--- src/rtl/sync_event_arbiter.sv ---
// ---------------------------------------------------------------------------
// sync_event_arbiter : rising-edge event capture with round-robin channel share
// Rev 1.0
// ---------------------------------------------------------------------------
`default_nettype none

module sync_event_arbiter #(
    parameter int N     = 4,
    parameter int IDX_W = 2
) (
    input  logic             clk,
    input  logic             rst_n,
    input  logic [N-1:0]     in_sync,
    output logic             ev_valid,
    input  logic             ev_ready,
    output logic [IDX_W-1:0] ev_chan,
    output logic [N-1:0]     pending,
    output logic [N-1:0]     overrun,
    input  logic [N-1:0]     ovr_clr
);

    localparam logic [0:0]       IDLE    = 1'b0;
    localparam logic [0:0]       OFFER   = 1'b1;
    localparam logic [IDX_W-1:0] LAST_CH = IDX_W'(N - 1);

    logic [0:0]       state;
    logic [0:0]       state_nxt;
    logic [N-1:0]     prev;
    logic             armed;
    logic [IDX_W-1:0] last_grant;

    logic [N-1:0]     edge_det;
    logic [N-1:0]     acc;
    logic [N-1:0]     pending_nxt;
    logic [N-1:0]     overrun_nxt;

    logic             hi_found;
    logic [IDX_W-1:0] hi_sel;
    logic             lo_found;
    logic [IDX_W-1:0] lo_sel;
    logic             sel_found;
    logic [IDX_W-1:0] sel_chan;

    logic             load_offer;
    logic             take;

    // Levels already high when the block comes out of reset must not count as edges.
    always_ff @(posedge clk or negedge rst_n) begin
        if (!rst_n) begin
            prev  <= '0;
            armed <= 1'b0;
        end else begin
            prev  <= in_sync;
            armed <= 1'b1;
        end
    end

    always_comb begin
        edge_det = {N{armed}} & in_sync & ~prev;
        acc      = '0;
        for (int i = 0; i < N; i++) begin
            acc[i] = ev_valid & ev_ready & (ev_chan == IDX_W'(i));
        end
        // An edge coinciding with acceptance re-arms the request instead of overrunning.
        pending_nxt = edge_det | (pending & ~acc);
        overrun_nxt = (edge_det & pending & ~acc) | (overrun & ~ovr_clr);
    end

    always_ff @(posedge clk or negedge rst_n) begin
        if (!rst_n) begin
            pending <= '0;
            overrun <= '0;
        end else begin
            pending <= pending_nxt;
            overrun <= overrun_nxt;
        end
    end

    // Round-robin pick: lowest pending index above last_grant, else lowest overall.
    always_comb begin
        hi_found = 1'b0;
        hi_sel   = '0;
        lo_found = 1'b0;
        lo_sel   = '0;
        for (int i = N - 1; i >= 0; i--) begin
            if (pending[i]) begin
                lo_found = 1'b1;
                lo_sel   = IDX_W'(i);
            end
            if (pending[i] && (IDX_W'(i) > last_grant)) begin
                hi_found = 1'b1;
                hi_sel   = IDX_W'(i);
            end
        end
        sel_found = hi_found | lo_found;
        sel_chan  = hi_found ? hi_sel : lo_sel;
    end

    always_ff @(posedge clk or negedge rst_n) begin
        if (!rst_n) begin
            state <= IDLE;
        end else begin
            state <= state_nxt;
        end
    end

    always_comb begin
        state_nxt = state;
        case (state)
            IDLE:    if (sel_found) state_nxt = OFFER;
            OFFER:   if (ev_ready)  state_nxt = IDLE;
            default: state_nxt = IDLE;
        endcase
    end

    always_comb begin
        load_offer = (state == IDLE) & sel_found;
        take       = (state == OFFER) & ev_ready;
        ev_valid   = (state == OFFER);
    end

    always_ff @(posedge clk or negedge rst_n) begin
        if (!rst_n) begin
            ev_chan    <= '0;
            last_grant <= LAST_CH;
        end else begin
            if (load_offer) ev_chan <= sel_chan;
            if (take)       last_grant <= ev_chan;
        end
    end

endmodule

`default_nettype wire
--- config.mk ---
export PLATFORM = sky130hd
export DESIGN_NAME = sync_event_arbiter
export DESIGN_NICKNAME = d
export VERILOG_FILES = /design/src/rtl/sync_event_arbiter.sv
export SDC_FILE = /design/constraint.sdc
export NUM_CORES = 1
export LEC_CHECK = 0
export ABC_AREA = 1
export BUFFER_PORTS_ARGS = -buffer_cell sky130_fd_sc_hd__clkbuf_2
export CAP_MARGIN = 20
export CORE_MARGIN = 5
export CORE_UTILIZATION = 48
export CTS_CLUSTER_SIZE = 8
export DETAILED_ROUTE_END_ITERATION = 6
export PLACE_DENSITY = 0.76
export SYNTH_ARGS = -nofsm -noshare
export SYNTH_HDL_FRONTEND = slang
export SYNTH_SLANG_ARGS = --single-unit
--- constraint.sdc ---
create_clock -name clk -period 1.1 [get_ports clk]
set_input_delay 0.165 -clock clk [delete_from_list [all_inputs] [get_ports clk]]
set_output_delay 0.165 -clock clk [all_outputs]
set_load 0.02 [all_outputs]
Word level (Yosys, flattened, before mapping)
Index checks and enable logic that the tools add are counted.
{"block": "classes", "n_addsub": 0, "n_reduce_logical": 5, "div": 0, "magnitude_cmp": 4, "n_shift": 0, "n_eq_ne": 3, "bitwise": 19, "mux": 20, "mul": 0}
{"cell": "bitwise AND 4 bit", "n": 6}
{"cell": "two-way mux 2 bit", "n": 9}
{"cell": "inverter 4 bit", "n": 3}
{"cell": "two-way mux 1 bit", "n": 10}
{"cell": "bitwise OR 4 bit", "n": 2}
{"cell": "bitwise AND 1 bit", "n": 6}
{"cell": "equality test 2 bit (second input constant)", "n": 2}
{"cell": "> comparator 1 x 2 -> 1 bit (first input constant)", "n": 2}
{"cell": "> comparator 2 bit (first input constant)", "n": 2}
{"cell": "logical AND 1 bit", "n": 4}
{"cell": "equality test 2 x 1 -> 1 bit (second input constant)", "n": 1}
{"cell": "zero test 2 bit", "n": 1}
{"cell": "one-hot mux 1 bit (2 select lines)", "n": 1}
{"cell": "inverter 1 bit", "n": 1}
{"cell": "bitwise OR 1 bit", "n": 1}
{"block": "word_totals", "mem_bits_ro": 0, "mem_count": 0, "mem_bits_rw": 0, "register_bits": 18, "latchBits": 0, "output_inout_bits": 11}

Depth between registers and ports, before layout
{"block": "logic_depth", "ltp_word": 9, "depth_mapped": 7, "depth_no_buf": 7}

Least setup slack after synthesis
OpenSTA, ideal clock, no wires.
{"block": "synth_path", "kind": "reg-to-reg", "start": "reg pending[1]", "end": "reg ev_chan[1]", "t_arrival_ns": 0.910, "period_less_slack_ns": 1.027, "n_path_buf": 0, "setup_ns": 0.116, "slack_ns": 0.073, "path_stages_with_launch": 7, "required_ns": 0.984, "cell_sequence": "dfrtp_1 -> nor2_2 -> nand2_2 -> nand2_2 -> nor2_4 -> nand2_1 -> nand2_1"}
{"block": "synth_via", "elab_chain_len": 5, "word_cells_on_any_way": 12, "classes_between": "mux: 9; bitwise: 2; reduce/logical: 1"}
{"element": "from (decl)", "line_no": "17", "source": "output logic [N-1:0] pending,"}
{"element": "from (signal assigned)", "line_no": "74", "source": "pending <= pending_nxt;"}
{"element": "logical AND 1 bit", "line_no": "90", "source": "if (pending[i] && (IDX_W'(i) > last_grant)) begin"}
{"element": "two-way mux 1 bit (2 in series)", "line_no": "90"}
{"element": "bitwise OR 1 bit", "line_no": "95", "source": "sel_found = hi_found | lo_found;"}
{"element": "bitwise AND 1 bit", "line_no": "117", "source": "load_offer = (state == IDLE) & sel_found;"}
{"element": "to (signal assigned)", "line_no": "127", "source": "if (load_offer) ev_chan <= sel_chan;"}
{"element": "to (decl)", "line_no": "16", "source": "output logic [IDX_W-1:0] ev_chan,"}
Parallel ways exist; a longest one is shown, timed or not.
A chain may end at the register's enable or synchronous reset.

Worst setup path after layout
{"block": "layout_path", "start": "reg pending[2]", "end": "reg ev_chan[0]"}
{"block": "layout_via", "elab_chain_len": 6, "word_cells_on_any_way": 16, "classes_between": "mux: 13; bitwise: 2; reduce/logical: 1"}
{"element": "logical AND 1 bit", "line_no": "90"}
{"element": "two-way mux 1 bit (3 in series)", "line_no": "90"}
{"element": "bitwise OR 1 bit", "line_no": "95"}
{"element": "bitwise AND 1 bit", "line_no": "117"}
Parallel ways exist; a longest one is shown, timed or not.

==> results.ini <==
[die]
rows = 14
die-area_mm2 = 0.00246
core_area_mm2 = 0.00151
io_pins = 22
die_x_um = 49.6
die_h_um = 49.6
initial_core_util = 0.501

[global_routing]
met3_usage = 0.0181
grt_antenna_before_repair = 0
grt_use_met2 = 0.248
met1_usage = 0.175
grt_usage = 0.145
globalRoute.busiestLayer = met2
first_global_vias = 655
grt_max_degree = 19
grt-ovfl-total = 0
grt_pass1_wl_um = 2770

[sta]
timing.final.crit_period_ns = 1.13
clock_skew_ns = 0.00109
rsz0062_at_grt = yes
setup_slack_ns = -0.0261
fin_worst_hold_slack_ns = 0.0541
maxSlewViolCount = 0
fmax_mhz = 888
finalSetupViolCount = 2
period_share = 1.02
hold_viol = 0

[drt]
route.vias.total = 680
first_iter_violations = 9
drc = 0
wl_per_cell_um = 13.3
routed_via_density = 5.04
ant_nets = 0
firstDrtPassIters = 4
totalWireLength_um = 1800

[clocking]
clkTransAtPathRegs_ns = 0.10
cts-root-buf = clkbuf_4
htreeDepth = 1
cts_tree = done
clockBufferDepth = 2
cts_buffers = 3
clock-sinks = 18
clk_latency_ns = 0.28

[final_layout]
nNetsFinal = 131
diodes = 0
fin_area_mm2 = 0.00105
area_growth_pct = 38.6
fillers = 133
final_util = 0.694
regArea_um2 = 455
drive_above_1_share = 0.395
multi_input_area_um2 = 258

[setup_path]
path_class = reg2reg
startpoint_type = flop
cp_cell_sequence = buf_6 > inv_2 > nand2_1 > nand2_1 > nand2_1 > nand2_1 > nand2_1 > a21oi_2
end_kind = flop
critPathRequiredTime_ns = 1.31
slowest_stage = dfrtp_1
worst_path_largest_cell_delay_ns = 0.45
crit_top_cell = nand2_1
arrival_ns = 1.34
r2r_slack_ns = -0.03
cp_max_fo = 5

[power_and_ir_drop]
power_w = 0.00288
ir_drop_mv = 1.55
leakagePower_nw = 0.539
cellPowerDensity_mw_per_mm2 = 2750

[placed_design]
dp.final_hpwl_um = 1260
io_buffer_count = 21
placed_area_um2 = 887
place_congestion = 0.845
pre_cts_ws_ns = 0.0401

[yosys]
synthesis.area_um2 = 754
yosysSeqAreaShare = 0.600
synth_cell_types = 19
syn_nets = 94
yosysWarningCount = 0
avgSynthCellArea_um2 = 9.09
synthCells = 83
synth_seq_cells = 18

[outcome]
violations = negative setup slack
status = finished with violations

[min_path]
hold_path.class = in2reg

[job]
cap_violations = 0

metrics by stage:
| stage | setup TNS (ns) | std cells |
|---|---|---|
| floorplan | 0 | 83 |
| global placement | 0 | 121 |
| detailed placement | 0 | 121 |
| CTS | -0.0397 | 133 |
| global route | -0.250 | 135 |
| finish | -0.0331 | 135 |
per-layer routing:
metal	part of all wire	wire length [µm]
met5	0	0
met4	0.016	29
met3	0.049	88
met2	0.56	1010
met1	0.38	677
final cells by class:
class,instances,area share
well taps,16,0.0191
inverters,15,0.0538
flip-flops and latches,18,0.435
clock buffers,4,0.0251
multi-input cells,50,0.246
repair buffers,32,0.220
cells in the final DEF, fill, tap and decap left out, types with 2 or more instances in the layout:
master and instances:
nand2_1 21, clkbuf_2 17, dfrtp_1 14, inv_1 11
nor2_1 5, dlygate4sd3_1 5, inv_2 4, o21ai_0 4
buf_6 4, buf_4 4, o21ai_1 3, o22ai_1 3
clkbuf_4 3, nand2_2 2, o21ai_2 2, dfrtp_2 2
dfstp_2 2
cell families (layout without fill, tap and decap cells):
| family | after synthesis | in the layout | synth area share |
|---|---|---|---|
| buffers and inverters | 15 | 51 | 0.0746 |
| other | 1 | 1 | 0.00497 |
| AND/OR/NAND/NOR | 34 | 34 | 0.207 |
| AO/OA/AOI/OAI | 15 | 15 | 0.113 |
| flip-flops | 18 | 18 | 0.600 |
power breakdown:
group	leakage, nW	switching (W)	internal [W]
logic	0.315	0.000833	0.000616
registers	0.209	0.000197	0.000898
clock network	0.0150	0.000190	0.000141
final timing paths:
check,from,end,cells after the start
setup / recovery,pending[2],ev_chan[0],8
hold / removal,ovr_clr[1],overrun[1],2
setup reg to reg,pending[2],ev_chan[0],8
hold reg to reg,prev[3],pending[3],3
max in group asynchronous,rst_n,last_grant[1],2
min in group asynchronous,rst_n,overrun[2],2
critical path, delay by kind of cell (launching register included):
kind            cells  cell delay [ns]
compound gates      1             0.16
simple gates        5             0.28
buf+inv             2             0.17
flops               1             0.45
Yosys cell counts:
| cell type | count | area (µm²) |
|---|---|---|
| dfstp_2 | 2 | 52.6 |
| nor2_1 | 5 | 18.8 |
| conb_1 | 1 | 3.75 |
| nand3b_1 | 1 | 7.51 |
| nand2_2 | 3 | 18.8 |
| o22ai_1 | 3 | 18.8 |
| nand3_1 | 1 | 5.00 |
| o21ai_1 | 5 | 25.0 |
| o21bai_1 | 1 | 7.51 |
| nand2_1 | 21 | 78.8 |
| a21oi_2 | 1 | 8.76 |
| nor2_2 | 1 | 6.26 |
| nor2_4 | 1 | 11.3 |
| inv_1 | 12 | 45.0 |
| dfrtp_1 | 16 | 400 |
| o21ai_0 | 4 | 20.0 |
| inv_2 | 3 | 11.3 |
| a21oi_1 | 1 | 5.00 |
| nor3_2 | 1 | 10.0 |
flip-flops by register name, indices dropped and copies added (netlist names):
| signal | cells |
|---|---|
| last_grant | 2 |
| ev_valid | 1 |
| ev_chan | 2 |
| prev | 4 |
| pending | 4 |
| overrun | 4 |
| armed | 1 |
what timing repair did:
action                                  in CTS  in global routing
hold endpoints to repair                    20                  0
gates resized for setup                      4                 14
hold buffers                                 5                  0
buffers inserted                             3                  2
gates cloned                                 0                  0
pin swaps                                    0                  2
endpoints found under the setup margin       4                  8
No activity file was read; power rests on OpenSTA's default activity.
